--- config.mk ---
export PLATFORM = sky130hd
export DESIGN_NAME = pipeline_hazard_unit
export DESIGN_NICKNAME = d
export VERILOG_FILES = /design/src/rtl/pipeline_hazard_unit.sv
export SDC_FILE = /design/constraint.sdc
export NUM_CORES = 1
export LEC_CHECK = 0
export CORE_MARGIN = 2
export CORE_UTILIZATION = 45
export DETAILED_ROUTE_END_ITERATION = 7
export GPL_ROUTABILITY_DRIVEN = 0
export PLACE_DENSITY = 0.75
export RECOVER_POWER = 100
export SYNTH_ARGS = -nofsm -noshare
export SYNTH_HDL_FRONTEND = slang
export SYNTH_SLANG_ARGS = --single-unit
--- constraint.sdc ---
create_clock -name clk -period 2.2 [get_ports clk]
set_clock_uncertainty 0.1 [all_clocks]
set_input_delay 0.44 -clock clk [delete_from_list [all_inputs] [get_ports clk]]
set_output_delay 0.44 -clock clk [all_outputs]
set_load 0.05 [all_outputs]
--- src/rtl/pipeline_hazard_unit.sv ---
// Hazard and forwarding controller beside the ID stage of a 5-stage MIPS pipeline.
// Tracks in-flight writers in an EX/MEM/WB scoreboard and serialises control flow.
module pipeline_hazard_unit #(
  parameter int unsigned REG_ADDR_W     = 5,
  parameter bit          FORWARD_EN     = 1'b1,
  parameter bit          REGFILE_BYPASS = 1'b0,
  parameter int unsigned CTRL_TIMEOUT   = 8,
  parameter int unsigned CNT_W          = 16
) (
  input  logic                  clk,
  input  logic                  reset,
  input  logic                  id_valid_i,
  input  logic [REG_ADDR_W-1:0] id_rs_i,
  input  logic [REG_ADDR_W-1:0] id_rt_i,
  input  logic                  id_uses_rs_i,
  input  logic                  id_uses_rt_i,
  input  logic                  id_reg_write_i,
  input  logic [REG_ADDR_W-1:0] id_write_reg_i,
  input  logic                  id_mem_read_i,
  input  logic                  id_ctrl_i,
  input  logic                  wb_redirect_i,
  output logic                  pc_hold_o,
  output logic                  ifid_hold_o,
  output logic                  ifid_flush_o,
  output logic                  idex_bubble_o,
  output logic [1:0]            fwd_a_sel_o,
  output logic [1:0]            fwd_b_sel_o,
  output logic [CNT_W-1:0]      stall_count_o,
  output logic                  ctrl_timeout_err_o
);

  localparam int unsigned WaitW = (CTRL_TIMEOUT > 1) ? $clog2(CTRL_TIMEOUT) : 1;
  localparam logic [WaitW-1:0] WaitLast = WaitW'(CTRL_TIMEOUT - 1);

  typedef enum logic {StRun, StCtrlWait} state_e;

  state_e                state_q, state_d;
  logic [WaitW-1:0]      wait_cnt_q, wait_cnt_d;
  logic                  err_q;
  logic [CNT_W-1:0]      stall_count_q;
  logic [1:0]            fwd_a_q, fwd_a_d;
  logic [1:0]            fwd_b_q, fwd_b_d;

  // Scoreboard: index 0 = EX, 1 = MEM, 2 = WB.
  logic [2:0]            sb_valid_q;
  logic [2:0]            sb_load_q;
  logic [REG_ADDR_W-1:0] sb_reg_q [3];

  logic [2:0] rs_hit, rt_hit, stall_ent;
  logic       data_stall;
  logic       timeout_hit;
  logic       issue;
  logic       accept;

  always_comb begin
    for (int i = 0; i < 3; i++) begin
      rs_hit[i] = id_uses_rs_i & sb_valid_q[i] & (sb_reg_q[i] == id_rs_i);
      rt_hit[i] = id_uses_rt_i & sb_valid_q[i] & (sb_reg_q[i] == id_rt_i);
    end
    // Which scoreboard positions cannot be covered by forwarding or the regfile bypass.
    stall_ent[0] = FORWARD_EN ? sb_load_q[0] : 1'b1;
    stall_ent[1] = ~FORWARD_EN;
    stall_ent[2] = ~REGFILE_BYPASS;
    data_stall   = id_valid_i & (|((rs_hit | rt_hit) & stall_ent));
  end

  always_comb begin
    state_d       = state_q;
    wait_cnt_d    = wait_cnt_q;
    timeout_hit   = 1'b0;
    pc_hold_o     = 1'b0;
    ifid_hold_o   = 1'b0;
    ifid_flush_o  = 1'b0;
    idex_bubble_o = 1'b0;
    unique case (state_q)
      StRun: begin
        if (wb_redirect_i) begin
          ifid_flush_o  = 1'b1;
          idex_bubble_o = 1'b1;
        end else begin
          pc_hold_o     = data_stall;
          ifid_hold_o   = data_stall;
          idex_bubble_o = data_stall;
          if (id_valid_i && id_ctrl_i && !data_stall) begin
            state_d = StCtrlWait;
          end
        end
      end
      StCtrlWait: begin
        timeout_hit = ~wb_redirect_i & (wait_cnt_q == WaitLast);
        if (wb_redirect_i || timeout_hit) begin
          // PC loads the redirect target; the wrong-path fetch in IF/ID is dropped.
          ifid_flush_o  = 1'b1;
          idex_bubble_o = 1'b1;
          wait_cnt_d    = '0;
          state_d       = StRun;
        end else begin
          pc_hold_o     = 1'b1;
          ifid_hold_o   = 1'b1;
          idex_bubble_o = 1'b1;
          wait_cnt_d    = wait_cnt_q + 1'b1;
        end
      end
      default: state_d = StRun;
    endcase
  end

  always_comb begin
    accept  = id_valid_i & ~idex_bubble_o;
    issue   = accept & id_reg_write_i & (id_write_reg_i != '0);
    fwd_a_d = 2'd0;
    fwd_b_d = 2'd0;
    if (FORWARD_EN && accept) begin
      // Youngest producer wins; selects apply in this instruction's EX cycle.
      if (rs_hit[0])      fwd_a_d = 2'd1;
      else if (rs_hit[1]) fwd_a_d = 2'd2;
      if (rt_hit[0])      fwd_b_d = 2'd1;
      else if (rt_hit[1]) fwd_b_d = 2'd2;
    end
  end

  always_ff @(posedge clk or posedge reset) begin
    if (reset) begin
      state_q       <= StRun;
      wait_cnt_q    <= '0;
      err_q         <= 1'b0;
      stall_count_q <= '0;
      fwd_a_q       <= 2'd0;
      fwd_b_q       <= 2'd0;
      sb_valid_q    <= '0;
      sb_load_q     <= '0;
      sb_reg_q[0]   <= '0;
      sb_reg_q[1]   <= '0;
      sb_reg_q[2]   <= '0;
    end else begin
      state_q    <= state_d;
      wait_cnt_q <= wait_cnt_d;
      fwd_a_q    <= fwd_a_d;
      fwd_b_q    <= fwd_b_d;
      if (timeout_hit) begin
        err_q <= 1'b1;
      end
      if (idex_bubble_o && (stall_count_q != {CNT_W{1'b1}})) begin
        stall_count_q <= stall_count_q + 1'b1;
      end
      sb_valid_q  <= {sb_valid_q[1:0], issue};
      sb_load_q   <= {sb_load_q[1:0], issue & id_mem_read_i};
      sb_reg_q[2] <= sb_reg_q[1];
      sb_reg_q[1] <= sb_reg_q[0];
      sb_reg_q[0] <= issue ? id_write_reg_i : '0;
    end
  end

  assign fwd_a_sel_o        = fwd_a_q;
  assign fwd_b_sel_o        = fwd_b_q;
  assign stall_count_o      = stall_count_q;
  assign ctrl_timeout_err_o = err_q | timeout_hit;

endmodule

Yosys cells after proc, flatten, opt, wreduce, memory -nomap -nowiden
Cells that the tools add are included.
{ "op_classes": {"n_addsub": 2, "n_mul": 0, "div": 0, "n_lt_le_gt_ge": 0, "eq_ne": 8, "n_shift": 0, "mux": 20, "bitwise": 24, "n_reduce_logical": 7} }
{ "op_table": {"columns": ["op", "count"], "rows": [
  ["equality test 5 bit", 6],
  ["bitwise AND 1 bit", 18],
  ["adder 16 x 1 -> 16 bit (second input constant)", 1],
  ["inequality test 16 bit (second input constant)", 1],
  ["2-to-1 mux 2 bit", 6],
  ["2-to-1 mux 1 bit", 8],
  ["case mux 1 bit (2 select lines)", 4],
  ["2-to-1 mux 5 bit", 1],
  ["nonzero test 5 bit", 1],
  ["adder 3 x 1 -> 3 bit (second input constant)", 1],
  ["bitwise AND 3 bit", 1],
  ["equality test 3 bit (second input constant)", 1],
  ["logical AND 1 bit", 3],
  ["2-to-1 mux 3 bit", 1],
  ["NOT 1 bit", 3],
  ["bitwise OR 3 bit", 1],
  ["OR reduction 3 bit", 1],
  ["logical NOT 1 bit", 1],
  ["logical OR 1 bit", 1],
  ["bitwise OR 1 bit", 1]
]} }
{ "word_totals": {"reg_bits": 44, "latch_bits": 0, "ramBits": 0, "rom_bits": 0, "in_bits": 24, "word_cells": 72, "mem_count": 0} }

Longest topological paths before layout
{ "depth": {"word_depth": 13, "depth_mapped": 8} }

Worst setup path after synthesis
No wires, ideal clock.
{ "synth_path": {"path_type": "input-to-output", "start": "input port id_rs_i[2]", "end": "output port pc_hold_o", "t_arrival_ns": 2.663, "setup_slack_ns": -1.003, "path_stages": 8, "cell_sequence": "xor2_1 > or4_4 > o22ai_4 > o21a_4 > buf_6 > nor2_1 > nor2_1 > buf_4"} }
{ "synth_via": {"elab_chain_len": 8, "word_cells_on_any_way": 12, "classes_between": "eq/ne: 3; mux: 2; bitwise: 6; reduce/logical: 1"} }
{ "synth_rtl": {"columns": ["item", "line_no", "text"], "rows": [
  ["from (decl)", "13", "input logic [REG_ADDR_W-1:0] id_rs_i,"],
  ["equality test 5 bit", "57", "rs_hit[i] = id_uses_rs_i & sb_valid_q[i] & (sb_reg_q[i] == id_rs_i);"],
  ["bitwise AND 1 bit", "57", null],
  ["bitwise OR 3 bit *", "64", "data_stall = id_valid_i & (|((rs_hit | rt_hit) & stall_ent));"],
  ["bitwise AND 3 bit *", "64", null],
  ["OR reduction 3 bit *", "64", null],
  ["bitwise AND 1 bit *", "64", null],
  ["2-to-1 mux 1 bit *", null, null],
  ["case mux 1 bit (2 select lines) *", null, null],
  ["to (decl)", "22", "output logic pc_hold_o,"]
]} }
Every way passes the cells marked *; elsewhere a longest branch is shown, timed or not.

Worst setup path after layout
{ "layout_path": {"start": "register sb_reg_q[14] (netlist bit)", "end": "output port pc_hold_o"} }
{ "layout_via": {"elab_chain_len": 8, "word_cells_on_any_way": 10, "classes_between": "eq/ne: 2; mux: 2; bitwise: 5; reduce/logical: 1"} }
{ "layout_rtl": {"columns": ["item", "line_no", "text"], "rows": [
  ["from (decl)", "47", "logic [REG_ADDR_W-1:0] sb_reg_q [3];"],
  ["equality test 5 bit, on equally long branches", "57, 58", null],
  ["bitwise AND 1 bit, on equally long branches", "57, 58", null],
  ["bitwise OR 3 bit *", "64", null],
  ["bitwise AND 3 bit *", "64", null],
  ["OR reduction 3 bit *", "64", null],
  ["bitwise AND 1 bit *", "64", null],
  ["2-to-1 mux 1 bit *", "77", "if (wb_redirect_i) begin"],
  ["case mux 1 bit (2 select lines) *", "75", "unique case (state_q)"]
]} }
Marked as above.

==> run metrics <==
routed via count around 1800; CTS tree yes; fin crit period 2.67 ns; compound-cell area share of the yosys netlist between 10% and 20%; share of cells above drive strength 1 around 27%; crit end category output port; CTS buffer count 5; number of synthesized flops with an enable pin 0; Max Cap Violations 0; kind of critical path register to output port; Hold Buf Count CTS 0; setup tns final -2.45 ns; final setup fails 13; synth top area cells dfrtp_1, xnor2_1, xor2_1; clock root buffer master clkbuf_8; worst-path maximum fanout 3; slowest CP cell or4_4; crit-path cells xor2_1, or4_4, o22ai_4, o21a_4, nor2_4, nor2_4, buf_12; peak supply drop ~0.85 mV; number of diodes 0; GRT Util Overall 21.5%; Ys Warns 0; CTS max path bufs 2; prevailing post-synth register cell dfrtp_1; failing checks setup timing; DIE AREA between 5000 and 6000 sq um; multi-input logic area roughly 1200 sq um; reg2reg setup slack -0.25 ns; Post-Syn Area per Cell around 11 sq um; Row Count 25; Seq cells post-synth between 40 and 50; top-count cell post-synth dfrtp_1; Hold Fails Final Rpt 0; CP required around 1.7 ns; R2R depth 9; RSZ-0062 raised after global routing true; Crit path arrival time roughly 2.1 ns; area leader, netlist dfrtp_1; worst slack, placed -0.616 ns; Vias/cell about 5.1; clock transition at the registers of the reported paths roughly 0.09 ns; crit path capture pc_hold_o; vias in the first global route approximately 1800; Die Span Y 74.0 microns; crit start category register; Routed Antenna Nets 0; post-layout net count between 300 and 400; xor/xnor share of the synthesized area 16.3%; Core ar. around 4700 sq um; Syn Std Cell Area around 2200 sq um; io pins a little under 50; Synth Area in Adders 1.70%; Least-Margin Pin Slew between 1 and 1.5 ns; Post-DP Area ~3000 sq um; placed insts about 340; DIE WIDTH approximately 74 microns; ys async rst share between 90% and 100%; final WL 5.28 mm; critical path launch point sb_reg_q[14]; Starting Density between 40 and 50%; sequential share of the synthesized area between 40% and 50%; initial antenna violation count 0; Clock Sinks between 40 and 50; largest family of logic cells by synthesized area XOR/XNOR gates; Slew Limit Fails 0; Synth Area in Simple Gates roughly 16%; WL/cell between 10 and 15 microns; register area ~1100 sq um; largest net degree at the start of global routing 45; first-pass iteration count of the detailed router 4; DRT iter0 DRCs 54; detailed placement HPWL about 3.8 mm; terminus of the critical flop-to-flop path stall_count_o[1]; Area Growth Syn to Fin 49.2%; H-tree depth 2; synth cell count leaders dfrtp_1, xnor2_1, xor2_1, nor2_1; Rel. slew slack between 20% and 30%; final core area utilization between 60% and 70%; CP peak stage delay ~0.51 ns; FILL cells between 300 and 400; mux contribution to synthesized area a little over 1%; pwr dens approximately 800 nW/um^2; Buffers on Ports 48; Crit Reg-Reg Startpoint sb_reg_q[14]; most used cell, CP nor2_4; first-pass GRT wire length roughly 9 mm; fin cells between 300 and 400; Final Instance Area roughly 3300 sq um; Residual DRC 0; Synth top area share about 50%; Hold Path Class register to register; fmax between 0.3 and 0.4 GHz; PnR worst setup slack -0.465 ns; Leak about 1.4 nW; Synth Net Count between 200 and 250; status complete, but fails checks; Gate Count Post-Synth around 200; Clock Latency Late Sink around 0.3 ns; final worst-path cycle share 121%; Yosys cell types 46; global route overflow 0
[power by group]
part	switching (mW)	internal, mW
Clock	0.290	0.342
Combinational	0.605	0.399
Sequential	0.144	0.935
[flip-flops by register name, indices dropped and copies added, names as in the netlist]
name	cells
fwd_b_sel_o	2
fwd_a_sel_o	2
sb_load_q	1
stall_count_o	16
err_q	1
state_q	1
wait_cnt_q	3
sb_reg_q	15
sb_valid_q	3
[how the worst min path moves through the flow]
stage                              from            end  slack, ns  cells past startpoint
after floorplan           sb_valid_q[1]  sb_valid_q[2]       0.26                      0
after global placement    sb_valid_q[1]  sb_valid_q[2]       0.27                      0
after detailed placement  sb_valid_q[1]  sb_valid_q[2]       0.28                      0
after CTS                 sb_valid_q[1]  sb_valid_q[2]       0.29                      0
after global routing      sb_valid_q[1]  sb_valid_q[2]       0.32                      0
final                     sb_valid_q[1]  sb_valid_q[2]       0.29                      0
[per-stage QoR]
stage	hold slack, ns	total power [mW]
after floorplan	0.259	1.67
after global routing	0.320	2.86
after detailed placement	0.279	2.07
final	0.291	2.71
after CTS	0.291	2.73
after global placement	0.268	2.04
[worst max-delay path: cells and delay by family, from the launching register on]
family                    cells  cell delay (ns)
buffers and inverters         1             0.15
DFF                           1             0.44
AOI/OAI and AO/OA             2             0.35
and+or+nand+nor               3             0.71
xor gates and xnor gates      1             0.17
[layout make-up]
cell class | count | share of cell area, %
repair buffers | 81 | 23.4
well taps | 67 | 2.55
clock inverters | 3 | 1.41
flip-flops and latches | 44 | 33.6
clock buffers | 5 | 2.09
inverters | 10 | 1.14
multi-input cells | 144 | 35.8
[metal layers]
metal | vias up | track usage [%] | share of wire (%)
met5 | - | 0 | 0
met4 | 0 | 7.27 | 1.2
met3 | 5 | 3.12 | 3.6
met2 | 51 | 34.6 | 51
met1 | 866 | 30.1 | 44
li1 | 882 | - | -
[cell usage in the layout, fill, tap and decap left out, types with 2 or more instances in the layout]
cell type / count
nand3_1: 9
and2_1: 2
buf_4: 26
and3_1: 5
clkdlybuf4s50_1: 20
a211o_1: 2
o21ai_0: 3
o2111ai_2: 5
buf_12: 6
nor3_1: 5
nand3_2: 2
or4_4: 3
dlygate4sd2_1: 12
dfrtp_1: 41
buf_6: 3
o211ai_1: 3
nor2_1: 12
xnor2_1: 23
a21oi_4: 2
xor2_1: 16
ha_1: 3
nand4_1: 4
a22oi_1: 2
o21bai_1: 2
nand2_1: 10
nor3_2: 2
nor4_1: 3
dlygate4sd3_1: 10
nor2_4: 2
clkbuf_8: 5
clkbuf_1: 3
inv_1: 10
dfrtp_2: 3
[logic make-up (layout without fill, tap and decap cells)]
| logic type | Yosys count | in the layout |
|---|---|---|
| and+or+nand+nor | 66 | 66 |
| buffers and inverters | 16 | 99 |
| AOI/OAI and AO/OA | 32 | 32 |
| DFF | 44 | 44 |
| xor gates and xnor gates | 41 | 41 |
| muxes | 2 | 2 |
| adders and majority gates | 3 | 3 |
[timing repair]
item,4_1_cts,5_1_grt
endpoints found under the setup margin,26,34
setup buffers,5,1
pin swaps,11,7
gates resized for setup,27,17
hold endpoints to repair,0,0
Note: power is estimated with default switching activity, not from simulation.
